### config.mk
export PLATFORM = sky130hd
export DESIGN_NAME = motion_detector_flat
export DESIGN_NICKNAME = d
export VERILOG_FILES = /design/src/rtl/motion_pkg.sv /design/src/rtl/motion_detector_if.sv /design/src/rtl/sat_counter.sv /design/src/rtl/motion_detector.sv /design/src/flat_wrapper.sv
export SDC_FILE = /design/constraint.sdc
export NUM_CORES = 1
export LEC_CHECK = 0
export CAP_MARGIN = 20
export CELL_PAD_IN_SITES_DETAIL_PLACEMENT = 0
export CELL_PAD_IN_SITES_GLOBAL_PLACEMENT = 1
export CORE_UTILIZATION = 30
export CTS_BUF_LIST = sky130_fd_sc_hd__clkbuf_16
export CTS_CLUSTER_DIAMETER = 60
export CTS_CLUSTER_SIZE = 20
export DETAILED_ROUTE_END_ITERATION = 8
export PLACE_DENSITY_LB_ADDON = 0.1
export SYNTH_ARGS = -nofsm -noshare
export SYNTH_HDL_FRONTEND = slang
export SYNTH_HIERARCHICAL = 1
export SYNTH_SLANG_ARGS = --single-unit
### constraint.sdc
create_clock -name clk -period 5.95 [get_ports clk]
set_clock_uncertainty 0.1 [all_clocks]
set_input_delay 0.8925 -clock clk [delete_from_list [all_inputs] [get_ports clk]]
set_output_delay 0.8925 -clock clk [all_outputs]
set_load 0.05 [all_outputs]
### src/rtl/motion_pkg.sv
// Shared types and default widths for the motion detector and its upstream control.
package motion_pkg;

  localparam int unsigned DEF_DATA_WIDTH     = 8;
  localparam int unsigned DEF_COUNT_WIDTH    = 20;
  localparam int unsigned DEF_FRAME_ID_WIDTH = 16;

  typedef enum logic [1:0] {
    IDLE   = 2'd0,
    ACCUM  = 2'd1,
    REPORT = 2'd2
  } motion_state_t;

endpackage

### src/rtl/motion_detector_if.sv
// Difference-pixel stream in, per-frame motion report out.
interface motion_detector_if
  import motion_pkg::*;
#(
  parameter int unsigned DATA_WIDTH     = DEF_DATA_WIDTH,
  parameter int unsigned COUNT_WIDTH    = DEF_COUNT_WIDTH,
  parameter int unsigned FRAME_ID_WIDTH = DEF_FRAME_ID_WIDTH
);

  logic [DATA_WIDTH-1:0]     diff_data;
  logic                      diff_valid;
  logic                      sof;
  logic                      eof;
  logic                      motion_valid;
  logic                      motion_ready;
  logic                      motion_detected;
  logic [COUNT_WIDTH-1:0]    motion_count;
  logic [FRAME_ID_WIDTH-1:0] frame_id;

  // Upstream/control side: drives pixels and accepts reports.
  modport master (
    output diff_data, diff_valid, sof, eof, motion_ready,
    input  motion_valid, motion_detected, motion_count, frame_id
  );

  // Detector side.
  modport slave (
    input  diff_data, diff_valid, sof, eof, motion_ready,
    output motion_valid, motion_detected, motion_count, frame_id
  );

endinterface

### src/rtl/sat_counter.sv
// Loadable up-counter that sticks at all-ones instead of wrapping.
module sat_counter #(
  parameter int unsigned WIDTH = 20
) (
  input  logic             clk,
  input  logic             reset,
  input  logic             load,
  input  logic [WIDTH-1:0] load_value,
  input  logic             inc,
  output logic [WIDTH-1:0] count,
  output logic [WIDTH-1:0] count_next_c
);

  localparam logic [WIDTH-1:0] MAX_COUNT = '1;

  // Next value: load wins over increment; increment stops at the maximum.
  always_comb begin
    count_next_c = count;
    if (load) begin
      count_next_c = load_value;
    end else if (inc && (count != MAX_COUNT)) begin
      count_next_c = count + WIDTH'(1);
    end
  end

  // Count register.
  always_ff @(posedge clk or posedge reset) begin
    if (reset) begin
      count <= '0;
    end else begin
      count <= count_next_c;
    end
  end

endmodule

### src/rtl/motion_detector.sv
// Counts above-threshold difference pixels per frame and reports motion once per frame.
module motion_detector
  import motion_pkg::*;
#(
  parameter int unsigned DATA_WIDTH     = DEF_DATA_WIDTH,
  parameter int unsigned COUNT_WIDTH    = DEF_COUNT_WIDTH,
  parameter int unsigned FRAME_ID_WIDTH = DEF_FRAME_ID_WIDTH
) (
  input  logic                   clk,
  input  logic                   reset,
  motion_detector_if.slave       bus,
  input  logic [DATA_WIDTH-1:0]  pixel_threshold,
  input  logic [COUNT_WIDTH-1:0] count_threshold,
  output logic                   frame_error
);

  motion_state_t          state_q, state_d;
  logic [DATA_WIDTH-1:0]  pix_thr_q;
  logic [COUNT_WIDTH-1:0] cnt_thr_q;
  logic [DATA_WIDTH-1:0]  pix_thr_eff_c;
  logic [COUNT_WIDTH-1:0] cnt_thr_eff_c;
  logic                   hit_c;
  logic                   cnt_load, cnt_inc, latch_thr, err_d, report_d, xfer;
  logic [COUNT_WIDTH-1:0] count, count_next_c;

  // A sof beat is judged against the thresholds presented with it, others against the latched ones.
  always_comb begin
    pix_thr_eff_c = bus.sof ? pixel_threshold : pix_thr_q;
    cnt_thr_eff_c = bus.sof ? count_threshold : cnt_thr_q;
    hit_c         = bus.diff_data > pix_thr_eff_c;
  end

  sat_counter #(.WIDTH(COUNT_WIDTH)) u_hits (
    .clk          (clk),
    .reset        (reset),
    .load         (cnt_load),
    .load_value   (COUNT_WIDTH'(hit_c)),
    .inc          (cnt_inc),
    .count        (count),
    .count_next_c (count_next_c)
  );

  assign bus.motion_count = count;

  // Frame tracking: next state and per-beat controls.
  always_comb begin
    state_d   = state_q;
    cnt_load  = 1'b0;
    cnt_inc   = 1'b0;
    latch_thr = 1'b0;
    err_d     = 1'b0;
    report_d  = 1'b0;
    xfer      = 1'b0;
    case (state_q)
      IDLE: begin
        if (bus.diff_valid) begin
          if (bus.sof) begin
            latch_thr = 1'b1;
            cnt_load  = 1'b1;
            report_d  = bus.eof;
            state_d   = bus.eof ? REPORT : ACCUM;
          end else begin
            err_d = 1'b1;
          end
        end
      end
      ACCUM: begin
        if (bus.diff_valid) begin
          if (bus.sof) begin
            err_d     = 1'b1;
            latch_thr = 1'b1;
            cnt_load  = 1'b1;
          end else begin
            cnt_inc = hit_c;
          end
          if (bus.eof) begin
            report_d = 1'b1;
            state_d  = REPORT;
          end
        end
      end
      REPORT: begin
        err_d = bus.diff_valid;
        if (bus.motion_valid && bus.motion_ready) begin
          xfer    = 1'b1;
          state_d = IDLE;
        end
      end
      default: state_d = IDLE;
    endcase
  end

  // State, latched thresholds and registered report outputs.
  always_ff @(posedge clk or posedge reset) begin
    if (reset) begin
      state_q             <= IDLE;
      pix_thr_q           <= '0;
      cnt_thr_q           <= '0;
      bus.motion_valid    <= 1'b0;
      bus.motion_detected <= 1'b0;
      bus.frame_id        <= '0;
      frame_error         <= 1'b0;
    end else begin
      state_q          <= state_d;
      bus.motion_valid <= (state_d == REPORT);
      frame_error      <= err_d;
      if (latch_thr) begin
        pix_thr_q <= pixel_threshold;
        cnt_thr_q <= count_threshold;
      end
      if (report_d) begin
        bus.motion_detected <= (count_next_c >= cnt_thr_eff_c);
      end else if (xfer) begin
        bus.motion_detected <= 1'b0;
      end
      if (xfer) begin
        bus.frame_id <= bus.frame_id + FRAME_ID_WIDTH'(1);
      end
    end
  end

endmodule

### src/flat_wrapper.sv
// flat-port wrapper written by rule: the top's interface ports become plain ports
module motion_detector_flat import motion_pkg::*;
#(
  parameter int unsigned DATA_WIDTH     = DEF_DATA_WIDTH,
  parameter int unsigned COUNT_WIDTH    = DEF_COUNT_WIDTH,
  parameter int unsigned FRAME_ID_WIDTH = DEF_FRAME_ID_WIDTH
)
  (clk, reset, pixel_threshold, count_threshold, frame_error, bus_diff_data, bus_diff_valid, bus_sof, bus_eof, bus_motion_ready, bus_motion_valid, bus_motion_detected, bus_motion_count, bus_frame_id);
  motion_detector_if #(.DATA_WIDTH(DATA_WIDTH), .COUNT_WIDTH(COUNT_WIDTH), .FRAME_ID_WIDTH(FRAME_ID_WIDTH)) bus_i ();
  input  logic clk;
  input  logic reset;
  input  logic [DATA_WIDTH-1:0] pixel_threshold;
  input  logic [COUNT_WIDTH-1:0] count_threshold;
  output logic frame_error;
  input wire logic [$bits(bus_i.diff_data)-1:0] bus_diff_data;
  input wire logic [$bits(bus_i.diff_valid)-1:0] bus_diff_valid;
  input wire logic [$bits(bus_i.sof)-1:0] bus_sof;
  input wire logic [$bits(bus_i.eof)-1:0] bus_eof;
  input wire logic [$bits(bus_i.motion_ready)-1:0] bus_motion_ready;
  output wire logic [$bits(bus_i.motion_valid)-1:0] bus_motion_valid;
  output wire logic [$bits(bus_i.motion_detected)-1:0] bus_motion_detected;
  output wire logic [$bits(bus_i.motion_count)-1:0] bus_motion_count;
  output wire logic [$bits(bus_i.frame_id)-1:0] bus_frame_id;
  assign bus_i.diff_data = bus_diff_data;
  assign bus_i.diff_valid = bus_diff_valid;
  assign bus_i.sof = bus_sof;
  assign bus_i.eof = bus_eof;
  assign bus_i.motion_ready = bus_motion_ready;
  assign bus_motion_valid = bus_i.motion_valid;
  assign bus_motion_detected = bus_i.motion_detected;
  assign bus_motion_count = bus_i.motion_count;
  assign bus_frame_id = bus_i.frame_id;
  motion_detector #(.DATA_WIDTH(DATA_WIDTH), .COUNT_WIDTH(COUNT_WIDTH), .FRAME_ID_WIDTH(FRAME_ID_WIDTH)) u_core (.clk(clk), .reset(reset), .bus(bus_i), .pixel_threshold(pixel_threshold), .count_threshold(count_threshold), .frame_error(frame_error));
endmodule
# After elaboration in Yosys (flattened, before gate mapping)
# Index checks and enable logic that the tools add are counted.
[classes]
addsub = 2
n_mul = 0
div_mod_pow = 0
order_cmp = 2
n_eq_ne = 4
shift = 0
muxes = 29
bitwise_logic = 0
n_reduce_logical = 5
[ops]
columns = ["cell", "count"]
rows = [
  ["2-to-1 mux 20 bit", 3],
  ["adder 20 x 1 -> 20 bit, second input constant", 1],
  [">= comparator 20 bit", 1],
  ["inequality test 20 bit, second input constant", 1],
  ["adder 16 x 1 -> 16 bit, second input constant", 1],
  ["2-to-1 mux 1 bit", 16],
  ["2-to-1 mux 2 bit", 6],
  ["> comparator 8 bit", 1],
  ["2-to-1 mux 8 bit", 1],
  ["one-hot mux 2 bit (3 select lines)", 1],
  ["equality test 2 bit, second input constant", 2],
  ["one-hot mux 1 bit (3 select lines)", 1],
  ["equality test 2 x 1 -> 1 bit, second input constant", 1],
  ["logical AND 1 bit", 2],
  ["zero test 2 bit", 1],
  ["one-hot mux 1 bit (2 select lines)", 1],
  ["nonzero test 2 bit", 1],
  ["OR reduction 2 bit", 1],
]
[word_totals]
ff_bits = 69
latchBits = 0
ramBits = 0
romBits = 0
input_bits = 42
output_inout_bits = 39
elab_cells = 50
mem_count = 0

# Logic depth before layout (Yosys ltp)
[depth]
word_depth = 10
ltp_mapped = 20
depth_no_buf = 17

# Hierarchy
# Netlist, hierarchy kept.
[by_module_without_submodules]
columns = ["module", "instances", "cells_per_inst", "area_each_um2", "seq_area_each_um2"]
rows = [
  ["motion_detector", 1, 247, 2877.8, 1226.2],
  ["sat_counter", 1, 167, 1403.8, 500.5],
]

# Worst setup path after synthesis
# OpenSTA, ideal clock, no wires.
[synth_timing]
path_kind = "input port to flip-flop"
startpoint = "input port bus_sof"
endpoint = "register u_core.bus.motion_detected"
setup_ns = 0.138
arrival_ns = 4.803
required_time_ns = 5.712
slack_ns = 0.909
stages = 19
n_path_buf = 2
cell_sequence = "clkbuf_1 -> buf_2 -> mux2_2 -> ha_1 -> nor2b_1 -> o21a_1 -> o21a_1 -> o21bai_1 -> a211oi_1 -> and4_1 -> nand4_4 -> or4_1 -> o211a_1 -> ha_1 -> a21o_1 -> nand3_1 -> a21oi_1 -> o41ai_1 -> o21ai_0"
[synth_between]
elab_chain_cells = 10
elab_cells_between_ends = 18
cone_classes = "order compare: 2; mux: 14; reduce/logical: 2"
[synth_rtl]
columns = ["item", "line_no", "source"]
rows = [
  ["from (decl)", "flat_wrapper.sv:17", "input wire logic [$bits(bus_i.sof)-1:0] bus_sof;"],
  ["2-to-1 mux 8 bit", "motion_detector.sv:28", "pix_thr_eff_c = bus.sof ? pixel_threshold : pix_thr_q;"],
  ["> comparator 8 bit", "motion_detector.sv:30", "hit_c = bus.diff_data > pix_thr_eff_c;"],
  ["2-to-1 mux 1 bit (*)", "motion_detector.sv:69", "if (bus.sof) begin"],
  ["2-to-1 mux 1 bit (*)", "motion_detector.sv:68", "if (bus.diff_valid) begin"],
  ["2-to-1 mux 1 bit (*)", "motion_detector.sv:54", "case (state_q)"],
  ["via u_core.cnt_inc", "motion_detector.sv:23", "logic cnt_load, cnt_inc, latch_thr, err_d, report_d, xfer;"],
  ["logical AND 1 bit (*)", "sat_counter.sv:21", "end else if (inc && (count != MAX_COUNT)) begin"],
  ["2-to-1 mux 20 bit (*)", "sat_counter.sv:21", ""],
  ["2-to-1 mux 20 bit (*)", "sat_counter.sv:19", "if (load) begin"],
  ["via u_core.count_next_c[13]", "motion_detector.sv:24", "logic [COUNT_WIDTH-1:0] count, count_next_c;"],
  [">= comparator 20 bit (*)", "motion_detector.sv:112", "bus.motion_detected <= (count_next_c >= cnt_thr_eff_c);"],
  ["2-to-1 mux 1 bit (*)", "motion_detector.sv:111", "if (report_d) begin"],
  ["to (signal assigned)", "motion_detector.sv:112", ""],
  ["to (decl)", "motion_detector_if.sv:29", "output motion_valid, motion_detected, motion_count, frame_id"],
]
# The timed path passes the listed nets; every way through them passes the cells marked *.
# A chain may end at the register's enable or synchronous reset.

# Worst setup path after layout
# Same ends and word-level chain as after synthesis.

==> impl_results.md <==
- R2r startpoint: u_core/pix_thr_q[0]
- Port-buffer cells: 80
- Initial Utilization: 30.8%
- Max VDD drop: 0.000172 V
- Reg2reg end: u_core/bus.motion_detected
- CTS H-Tree Depth: 3
- DR vias/cell: 5.01
- Die Width: 121 µm
- Worst EP arrival: 4950 ps
- Slew headroom: 40.4%
- PD cells: 443 nW/µm²
- Root buffer cell: clkbuf_16
- Max Clk Rate: 0.207 GHz
- Post-cts hold buffer count: 0
- Fin Setup TNS: 0 ps
- CTS tree: built
- Tmin final: 4840 ps
- Reg2Reg Setup Slack: 1770 ps
- Setup Buffers After CTS: 0
- CP startpoint kind: input port
- # setup viols final: 0
- Crit-path slowest cell: or4_1
- DP HPWL: 8200 µm
- Gr usage total: 16.5%
- Clock sinks: 69
- Row count: 43
- Commonest cells after routing, fill and taps aside: 79 x clkdlybuf4s50_1, 69 x dfrtp_1, 39 x nand2_1
- Final Max Slew Viols: 0
- Post-DRT Antenna Nets: 0
- Most common cell after layout, fill and taps aside: clkdlybuf4s50_1
- First-pass GRT wire length: 18,400 µm
- Reg area: 1730 µm²
- Max Root-Sink Buffers: 2
- Yosys cell types: 56
- Async SR Flop Fraction: 100%
- Multi-input gate area: 2510 µm²
- Layout fillers: 1,408
- CTS Buf Count: 9
- Fin nets: 586
- Final wirelength: 11,100 µm
- Ratio of cells with drive above 1 in the final layout: 12.3%
- Crit path max fanout: 13
- Fin. Hold Viols: 0
- Final worst-path cycle share: 81.3%
- WS Path Type: in2reg
- Vias in the first global route: 3,501
- RSZ-0062 raised after global routing: false
- Crit path largest cell delay: 530 ps
- DRT iter0 DRCs: 205
- Placed Cells: 683
- WHS: 373 ps
- Syn Area/Cell: 10.3 µm²
- Critical Path Sink: u_core/bus.motion_detected
- Status: finished, final reports clean
- CP endpoint kind: flip-flop
- CTS clk-pin slew, worst paths: 60 ps
- Total power: 0.00250 W
- Chip Height: 121 µm
- Clk_lat worst skew: 340 ps
- Via count: 3,503
- Post-Syn Area: 4280 µm²
- Worst Hold Depth: 1
- Crit path cell chain: buf_2, mux2_2, ha_1, nor2b_1, o21a_1, o21a_1, o21bai_1, a211oi_1, buf_4, and4_1, nand4_4, or4_1, o211a_1, ha_1, a21o_1, nand3_1, a21oi_1, o41ai_1, o21ai_0
- Number of enable flip-flop cells after synthesis: 0
- Max-Cap Viols: 0
- Worst min path class: reg2reg
- Seq/Total Area, Yosys: 40.3%
- Hold Path Origin: u_core/bus.frame_id[15]
- I/O Pins: 81
- Syn. warnings: 6
- Largest net degree at the start of global routing: 50
- 1st-pass router iterations: 6
- Drt wl/cell: 15.9 µm
- Static leakage power: 2.43 nW
- Die area: 14,800 µm²
- Drt drc: 0
- Grt ovf: 0
- Mapped Cells: 414
- Initial antenna violation count: 0
- R2r worst-path depth: 18
- Ys flop type: dfrtp_1
- Placer Congestion: 0.798
- Post-cts gate resize count: 0
- Critical Path RT: 6060 ps
- Ant diodes: 0
- Crit path from: bus_sof
- Core area: 13,900 µm²
- Worst slew pin tran: 888 ps
- Final Non-Filler Cells: 699
- Synthesized flop and latch total: 69
- Area grow syn2layout: 31.7%
routing by layer:
layer / global-route usage (%) / routed length (µm) / up-vias
li1: - / - / 1740
met1: 22.0 / 5200 / 1658
met2: 25.3 / 5110 / 93
met3: 3.62 / 671 / 12
met4: 7.48 / 170 / 0
met5: 0 / 0 / -
state kept, by name, summed over array words and instances (netlist names):
name	flops
u_core/cnt_thr_q	20
u_core/u_hits/count	20
u_core/bus.frame_id	16
u_core/pix_thr_q	8
u_core/state_q	2
u_core/bus.motion_detected	1
u_core/bus.motion_valid	1
u_core/frame_error	1
Yosys cell counts, types with 2 or more instances:
library cell   n  share of area, %
dfrtp_1       69                40
nor3_1         4              0.47
o21ai_0        5              0.58
a211oi_1       4              0.70
inv_1          9              0.79
a21o_1         5              0.88
a31oi_1        8               1.2
a22oi_1        7               1.2
or4b_1         2              0.47
nand4b_1       2              0.41
clkbuf_1       8              0.70
xnor2_1       11               2.3
nand3_1       18               2.1
a21oi_1       16               1.9
mux2i_1       26               6.1
o21a_1         2              0.35
xor2_1         5               1.0
nand2_1       39               3.4
and3_1         3              0.44
nand2b_1       3              0.44
buf_6          2              0.53
and2_1         2              0.29
nand4_1       20               2.9
buf_2          5              0.58
o21bai_1       2              0.35
o31ai_1        8               1.4
nor4_1         5              0.73
o41ai_1        3              0.61
or4_1          2              0.35
nor3b_1        2              0.35
ha_1          30               8.8
mux2_2        30               7.9
nor2_1        21               1.8
nor2b_1       11               1.6
and4_1         2              0.41
nand3b_1       2              0.35
nand4_4        2              0.99
per-stage QoR:
stage                     setup slack [ps]  utilization [%]  cell area (µm²)
after floorplan                        909                -             4350
final                                 1110             40.6             5640
after global placement                 792             38.5             5340
after detailed placement               739             38.5             5340
after global routing                   778             40.6             5640
after CTS                             1070             40.6             5640
critical path, delay by kind of cell:
| family | cells | cell delay [ps] |
|---|---|---|
| muxes | 1 | 390 |
| buffers and inverters | 2 | 550 |
| AOI/OAI and AO/OA | 9 | 1420 |
| and+or+nand+nor | 5 | 1200 |
| adders and majority gates | 2 | 480 |
power by group:
part	total (W)	switching, W	internal [W]
Clock	0.000551	0.000224	0.000327
Sequential	0.000811	0.000177	0.000634
Combinational	0.00113	0.000668	0.000466
cell families after synthesis:
family / share of synthesized area (%)
xor+xnor: 3.27
mux: 14.0
other cells: 0.0876
compound gates: 10.9
flops: 40.3
fa+ha+maj: 8.77
simple gates: 20.1
buf+inv: 2.60
worst min-delay path by stage:
stage / to / slack [ps]
finish: u_core/bus.frame_id[15] / 370
global route: u_core/bus.frame_id[15] / 410
CTS: u_core/bus.frame_id[15] / 380
detailed placement: u_core/bus.frame_id[15] / 370
global placement: u_core/bus.frame_id[15] / 360
floorplan: u_core/cnt_thr_q[0] / 380
layout make-up:
cell class	instances	share of cell area [%]
timing repair buffer	86	14.9
clock inverter	7	1.38
tap	180	3.99
multi-input combinational	339	44.5
inverter	9	0.599
sequential	69	30.6
clock buffer	9	3.99
No activity file was read; power rests on OpenSTA's default activity.
